### src/rtl/dsp_mac_sequencer.sv
// dsp_mac_sequencer: streams operand pairs into a DSP48A1-style MAC slice
// and hands the finished dot product back through a valid/ready port.
module dsp_mac_sequencer #(
  parameter int N_TAPS       = 4,
  parameter int DSP_LATENCY  = 3,
  parameter int OPMODE_DELAY = 1
) (
  input  logic        clk,
  input  logic        RST,
  input  logic        IN_VALID,
  output logic        IN_READY,
  input  logic [17:0] IN_A,
  input  logic [17:0] IN_B,
  output logic [17:0] A,
  output logic [17:0] B,
  output logic [17:0] D,
  output logic [7:0]  OPMODE,
  output logic        CARRYIN,
  input  logic [47:0] P,
  output logic        OUT_VALID,
  input  logic        OUT_READY,
  output logic [47:0] OUT_DATA
);

  localparam logic [7:0] OP_FIRST = 8'b0000_0001;
  localparam logic [7:0] OP_ACC   = 8'b0000_1001;
  localparam logic [7:0] OP_HOLD  = 8'b0000_1000;
  localparam logic [7:0] LAST_TAP = 8'(N_TAPS - 1);
  localparam logic [7:0] LAT      = 8'(DSP_LATENCY);

  typedef enum logic [1:0] {
    ISSUE,
    DRAIN,
    HOLD
  } state_t;

  state_t     state;
  logic [7:0] tap;
  logic [7:0] dcnt;
  logic [7:0] opq [OPMODE_DELAY+1];
  logic       take;
  logic [7:0] tap_op;

  assign take = IN_VALID && IN_READY;

  always_comb begin
    tap_op = OP_ACC;
    unique case (1'b1)
      (tap == 8'd0): tap_op = OP_FIRST;
      (tap != 8'd0): tap_op = OP_ACC;
    endcase
  end

  assign D       = '0;
  assign CARRYIN = 1'b0;
  assign OPMODE  = opq[OPMODE_DELAY];

  // Stage 0 lines up with A/B; the tail reaches the slice later.
  always_ff @(posedge clk) begin
    if (RST) begin
      for (int i = 0; i <= OPMODE_DELAY; i++)
        opq[i] <= OP_HOLD;
    end else begin
      opq[0] <= take ? tap_op : OP_HOLD;
      for (int i = 1; i <= OPMODE_DELAY; i++)
        opq[i] <= opq[i-1];
    end
  end

  always_ff @(posedge clk) begin
    if (RST) begin
      state     <= ISSUE;
      tap       <= '0;
      dcnt      <= '0;
      A         <= '0;
      B         <= '0;
      IN_READY  <= 1'b0;
      OUT_VALID <= 1'b0;
      OUT_DATA  <= '0;
    end else begin
      A <= take ? IN_A : '0;
      B <= take ? IN_B : '0;
      unique case (state)
        ISSUE: begin
          IN_READY <= 1'b1;
          if (take) begin
            if (tap == LAST_TAP) begin
              tap      <= '0;
              dcnt     <= '0;
              IN_READY <= 1'b0;
              state    <= DRAIN;
            end else begin
              tap <= tap + 8'd1;
            end
          end
        end
        DRAIN: begin
          if (dcnt == LAT) begin
            OUT_DATA  <= P;
            OUT_VALID <= 1'b1;
            state     <= HOLD;
          end else begin
            dcnt <= dcnt + 8'd1;
          end
        end
        HOLD: begin
          if (OUT_READY) begin
            OUT_VALID <= 1'b0;
            IN_READY  <= 1'b1;
            state     <= ISSUE;
          end
        end
        default: begin
          state    <= ISSUE;
          IN_READY <= 1'b0;
        end
      endcase
    end
  end

endmodule
### config.mk
export PLATFORM = sky130hd
export DESIGN_NAME = dsp_mac_sequencer
export DESIGN_NICKNAME = d
export VERILOG_FILES = /design/src/rtl/dsp_mac_sequencer.sv
export SDC_FILE = /design/constraint.sdc
export NUM_CORES = 1
export LEC_CHECK = 0
export CORE_ASPECT_RATIO = 2
export CORE_MARGIN = 4
export CORE_UTILIZATION = 41
export CTS_BUF_LIST = sky130_fd_sc_hd__clkbuf_8
export DETAILED_ROUTE_END_ITERATION = 6
export PLACE_DENSITY_LB_ADDON = 0.12
export SYNTH_ARGS = -nofsm -noshare
export SYNTH_HDL_FRONTEND = slang
export SYNTH_SLANG_ARGS = --single-unit
### constraint.sdc
create_clock -name clk -period 2.1 [get_ports clk]
set_input_delay 0.42 -clock clk [delete_from_list [all_inputs] [get_ports clk]]
set_output_delay 0.42 -clock clk [all_outputs]
set_load 0.01 [all_outputs]
==> results.txt, run 1 <==
DRC Markers: 0
Worst VDD drop: 0.000504 V
CTS H-tree depth: 3
Clock sinks: 108
Post-DRT Antenna Nets: 0
CTS Root Buffer Type: clkbuf_8
RR Endpoint: OUT_DATA[13]
Critical Path RT: 2.39 ns
IO Port Bufs: 175
FF+latch area: 2160 sq um
Die width: 77.6 microns
CP Cell Sequence: ha_1, nor4b_4, and3_1, buf_12, nand2_1, a21oi_1
Cts hold-fix bufs: 0
Count leader, synth: nand2_1
Slowest stage cell, crit path: dfxtp_1
Post-synth EDFFs: 0
Synth cell types: 43
Vias: 3407
CP endpoint: OUT_DATA[13]
Area Growth Syn to Fin: 49.5%
Num CTS Buffers: 9
Worst Skew: 0.0120 ns
Die area: 11400 sq um
Share of post-route cells with drive strength above 1: 5.20%
Worst-margin pin slew: 0.574 ns
CP max stage delay: 0.43 ns
Register-to-Register Path Depth: 6
Worst-path fanout max: 48
RSZ-0062 raised after global routing: false
CTS tree: yes
Detailed Place HPWL: 7.86 mm
Reg-to-reg slack, setup: 0.24 ns
Final hold violation count: 0
Tmin final: 1.86 ns
Finished Core Util: 62.9%
Yosys reg bits: 108
Setup tns final: 0 ns
Total Wirelength: 10.2 mm
First-pass GRT wire length: 16.1 mm
Critical Path Source Type: flip-flop
Pleak: 0.00218 uW
Post-Synthesis Cells: 441
Clock Tree Buf Depth: 2
Post-synth ARST share: 0%
Vias in the first global route: 3347
Worst path arrival time: 2.15 ns
Clock transition at the registers of the reported paths: 0.10 ns
Fmax: 537 MHz
Vias/cell: 4.57
GRT Overall Usage: 17.7%
Slew headroom: 61.7%
Seq/Total Area, Yosys: 54.4%
Slew Limit Fails: 0
Setup violations, final: 0
Top cells by count, synth: nand2_1, dfxtp_1, a21oi_1
Post-Syn Area: 3980 sq um
Setup Crit Path Kind: flip-flop to flip-flop
Antenna Cells: 0
Row cnt: 50
Chip Height: 147 microns
Initial antenna violation count: 0
I/O Pins: 201
Synthesis Warnings: 0
Gpl congestion: 0.797
Multi-input gate area: 1590 sq um
MaxCap Viol Count: 0
Largest net degree at the start of global routing: 56
Outcome: finished, final reports clean
Syn avg cell area: 9.02 sq um
Top_reg_cell synth: dfxtp_1
R2R Path Start: dcnt[0]
Wire per inst: 13.6 microns
Final net count: 701
Starting Density: 42.1%
Post CTS Setup Buffer Count: 0
GRT overflow: 0
Power Density: 597 nW/um^2
Top-area cell type share of the netlist area: 54.4%
Period utilisation layout: 88.6%
HP Class: input port to flip-flop
Clk_lat worst skew: 0.37 ns
Crit path from: dcnt[0]
Most area-consuming cells after synthesis: dfxtp_1, nand2_1, a21oi_1
Area leader, netlist: dfxtp_1
DRT Pass-1 Iters: 4
Iteration-0 DRC Markers: 102
CORE AREA: 9450 sq um
Fill count: 836
Worst Setup End Kind: flip-flop
==> worst max-delay path, delay by kind of cell, from the launching register on <==
family	cells	cell delay, ns
AO/OA/AOI/OAI	1	0.13
AND/OR/NAND/NOR	3	0.71
adder cells (fa/ha/maj)	1	0.27
flip-flops	1	0.43
buffers and inverters	1	0.23
==> cells in the final DEF, fill, tap and decap left out, types with 6 or more instances in the layout <==
cell type,instances
nor2_1,11
buf_4,9
conb_1,25
nand2_1,110
xor2_1,6
nand3_1,8
and2_1,37
dfxtp_1,108
clkbuf_8,10
a21oi_1,54
clkdlybuf4s50_1,174
==> cell type report <==
type,instances,area share [%]
flip-flops and latches,108,36.4
inverters,3,0.189
multi-input cells,303,26.8
clock buffers,10,2.32
well taps,130,2.74
repair buffers,185,30.9
clock inverters,6,0.737
==> power by group <==
part | switching, uW | internal [uW] | leakage (uW)
clock network | 694 | 473 | 0.0000935
registers | 8.48 | 2070 | 0.000874
logic | 107 | 195 | 0.00121
total | 810 | 2740 | 0.00218
==> per-stage QoR <==
| stage | total power (uW) | setup slack (ns) | cells | area (sq um) | hold WS [ns] |
|---|---|---|---|---|---|
| final | 3550 | 0.239 | 745 | 5940 | 0.406 |
| after global routing | 3710 | 0.0418 | 745 | 5940 | 0.431 |
| after CTS | 3600 | 0.134 | 745 | 5940 | 0.381 |
| after detailed placement | 2430 | 0.0864 | 729 | 5750 | 0.399 |
| after global placement | 2430 | 0.132 | 729 | 5750 | 0.399 |
| after floorplan | 2250 | 0.406 | 465 | 4070 | 0.389 |
==> cell families after synthesis <==
family                   synth area share, %
AO/OA/AOI/OAI                           10.4
buffers and inverters                   8.18
adder cells (fa/ha/maj)                0.944
AND/OR/NAND/NOR                         23.9
other                                 0.0943
multiplexers                           0.755
XOR/XNOR                                1.32
flip-flops                              54.4
==> layer usage <==
| metal | vias up | global-route usage, % | share of wire (%) |
|---|---|---|---|
| li1 | 1731 | - | - |
| met1 | 1519 | 16.4 | 34 |
| met2 | 136 | 33.3 | 56 |
| met3 | 21 | 5.83 | 7.9 |
| met4 | 0 | 8.73 | 2.8 |
| met5 | - | 0 | 0 |
==> sequential cells by signal, summed over array words and instances, names as in the netlist <==
name       cells
B             18
OUT_DATA      48
dcnt           8
state          2
A             18
opq            4
OUT_VALID      1
IN_READY       1
tap            8
==> what timing repair did <==
action / in CTS / in global routing
setup endpoints to repair: 0 / 48
endpoints found under the hold margin: 0 / 0
resized for setup: 0 / 1
==> how the worst min path moves through the flow <==
| stage | startpoint | to | slack, ns | depth (start not counted) |
|---|---|---|---|---|
| 2_1_floorplan | opq[0][3] | opq[0][11] | 0.39 | 1 |
| 6_report | RST | state[1] | 0.41 | 4 |
| 3_3_place_gp | opq[0][3] | opq[0][11] | 0.40 | 1 |
| 3_5_place_dp | opq[0][3] | opq[0][11] | 0.40 | 1 |
| 4_1_cts | RST | state[1] | 0.38 | 4 |
| 5_1_grt | opq[0][3] | opq[0][11] | 0.43 | 1 |
No activity file was read; power rests on OpenSTA's default activity.
==> inputs of run 2 (changes only) <==
Settings changed: MAX_ROUTING_LAYER from default to met4, SLEW_MARGIN from default to 40.
==> run 2 against run 1 <==
  * Die area did not move
  * Clock power barely moved
  * Routed wire length fell by 0.28%
  * Via count rose by 0.26%
  * First-iteration DRC count fell by 12%
  * Count of clock-buffer cells in the layout did not move
  * Non-clock buffer count did not move
  * Maximum frequency rose by 0.11%
==> results.txt, run 2 (same netlist as run 1, synthesis figures left out) <==
Hold path start: RST
CP max stage delay: 0.43 ns (about the same)
DRC Markers: 0 (unchanged)
Initial antenna violation count: 0 (unchanged)
Iteration-0 DRC Markers: 90 (-12%)
Chip Height: 147 microns (unchanged)
Fill count: 836 (unchanged)
MaxCap Viol Count: 0 (unchanged)
Worst Skew: 0.0114 ns (-0.000685 ns)
Post-DRT Antenna Nets: 0 (unchanged)
Clk_lat worst skew: 0.37 ns (about the same)
Pleak: 0.00218 uW (unchanged)
Starting Density: 42.1% (unchanged)
R2R Path Start: dcnt[0]
Cts hold-fix bufs: 0 (unchanged)
GRT Overall Usage: 18.2% (+0.51 points)
Clock Tree Buf Depth: 2 (unchanged)
GRT overflow: 0 (unchanged)
Critical Path RT: 2.39 ns (about the same)
Power Density: 597 nW/um^2 (about the same)
WHS: 0.405 ns (-0.000928 ns)
RSZ-0062 raised after global routing: false
Delay-heaviest family, CP: simple AND/OR/NAND/NOR gates
Clock sinks: 108 (unchanged)
I/O Pins: 201 (unchanged)
Clock transition at the registers of the reported paths: 0.10 ns (about the same)
Vias/cell: 4.59 (+0.26%)
Critical Path Source Type: flip-flop
IO Port Bufs: 175 (unchanged)
Reg-to-reg slack, setup: 0.24 ns (about the same)
Slew Limit Fails: 0 (unchanged)
Final net count: 701 (unchanged)
Setup Crit Path Kind: flip-flop to flip-flop
Row cnt: 50 (unchanged)
Period utilisation layout: 88.5% (-0.095 points)
DRT Pass-1 Iters: 4 (unchanged)
Multi-input gate area: 1590 sq um (unchanged)
CTS Root Buffer Type: clkbuf_8
Wire per inst: 13.6 microns (-0.28%)
Worst-margin pin slew: 0.552 ns (-0.0220 ns)
FF+latch area: 2160 sq um (unchanged)
CTS H-tree depth: 3 (unchanged)
Worst VDD drop: 0.000501 V (-0.73%)
Gpl congestion: 0.808 (+1.4%)
CP Cell Sequence: ha_1, nor4b_4, and3_1, buf_12, nand2_1, a21oi_1
Setup violations, final: 0 (unchanged)
Setup tns final: 0 ns (unchanged)
Total Wirelength: 10.1 mm (-0.28%)
Worst-path fanout max: 48 (unchanged)
Die width: 77.6 microns (unchanged)
Largest net degree at the start of global routing: 56 (unchanged)
Area Growth Syn to Fin: 49.5% (unchanged)
First-pass GRT wire length: 16.1 mm (-0.13%)
Top reg by flops: OUT_DATA
Max reg flops: 48 (unchanged)
Slew headroom: 62.7% (+0.98 points)
Register-to-Register Path Depth: 6 (unchanged)
HP Class: input port to flip-flop
Num CTS Buffers: 9 (unchanged)
Share of post-route cells with drive strength above 1: 5.20% (unchanged)
Outcome: finished, final reports clean
CORE AREA: 9450 sq um (unchanged)
Slowest stage cell, crit path: dfxtp_1
Worst path arrival time: 2.14 ns (about the same)
CTS tree: yes
Vias: 3416 (+0.26%)
Worst Setup End Kind: flip-flop
Antenna Cells: 0 (unchanged)
Most frequent cells in the layout: clkdlybuf4s50_1, nand2_1, dfxtp_1, a21oi_1, and2_1
WP buf/inv: 1 (unchanged)
Most common cell after layout, fill and taps aside: clkdlybuf4s50_1
Die area: 11400 sq um (unchanged)
Vias in the first global route: 3376 (+0.87%)
RR Endpoint: OUT_DATA[46]
Hold endpoint: state[1]
Biggest regs: OUT_DATA: 48 flops, A: 18 flops, B: 18 flops
Tmin final: 1.86 ns (-0.00200 ns)
Detailed Place HPWL: 7.86 mm (unchanged)
Min-Delay Path Depth: 4 (unchanged)
Final hold violation count: 0 (unchanged)
Fmax: 538 MHz (+0.11%)
-- run 2: cell counts in the layout (fill, tap and decap cells not counted) --
Identical to the previous run, type by type.
-- run 2: metal layers --
layer | track usage, % | up-vias | wire (microns)
met5 | - | - | 0
met4 | 8.73 | 0 | 295
met3 | 4.48 | 24 | 614
met2 | 33.5 | 136 | 5640
met1 | 17.1 | 1524 | 3580
li1 | - | 1732 | -
-- run 2: final cells by class --
class	count	share of cell area (%)
Clock buffer	10	2.32
Multi-Input combinational cell	303	26.8
Clock inverter	6	0.737
Sequential cell	108	36.4
Timing Repair Buffer	185	30.9
Inverter	3	0.189
Tap cell	130	2.74
-- run 2: timing repair --
item | CTS | global route
endpoints found under the hold margin | 0 | 0
setup endpoints to repair | 0 | 48
gates resized for setup | 0 | 1
buffers inserted | 0 | 0
-- run 2: metrics by stage --
stage / utilization (%) / std cells / cell area (sq um) / total power [uW] / setup slack [ns]
after floorplan: - / 465 / 4070 / 2250 / 0.406
after global placement: 60.9 / 729 / 5750 / 2430 / 0.132
after detailed placement: 60.9 / 729 / 5750 / 2430 / 0.0864
after CTS: 62.8 / 745 / 5940 / 3600 / 0.134
after global routing: 62.9 / 745 / 5940 / 3710 / 0.0419
final: 62.9 / 745 / 5940 / 3550 / 0.241
-- run 2: report_power, final --
part / switching (uW) / internal (uW)
Combinational: 107 / 195
Sequential: 8.46 / 2070
Clock: 694 / 473
Total: 809 / 2740
-- run 2: worst max path at each step --
stage,startpoint,endpoint,slack [ns],cells after the start
finish,dcnt[0],OUT_DATA[46],0.24,6
global route,dcnt[0],OUT_DATA[13],0.04,6
CTS,dcnt[0],OUT_DATA[13],0.13,6
detailed placement,IN_VALID,dcnt[4],0.09,5
global placement,IN_VALID,dcnt[7],0.13,5
floorplan,dcnt[0],OUT_DATA[10],0.41,7
-- run 2: tightest hold or removal path: cells and delay by family --
kind,cells,cell delay (ns)
AOI/OAI and AO/OA,1,0.07
and+or+nand+nor,1,0.05
buffers and inverters,2,0.19
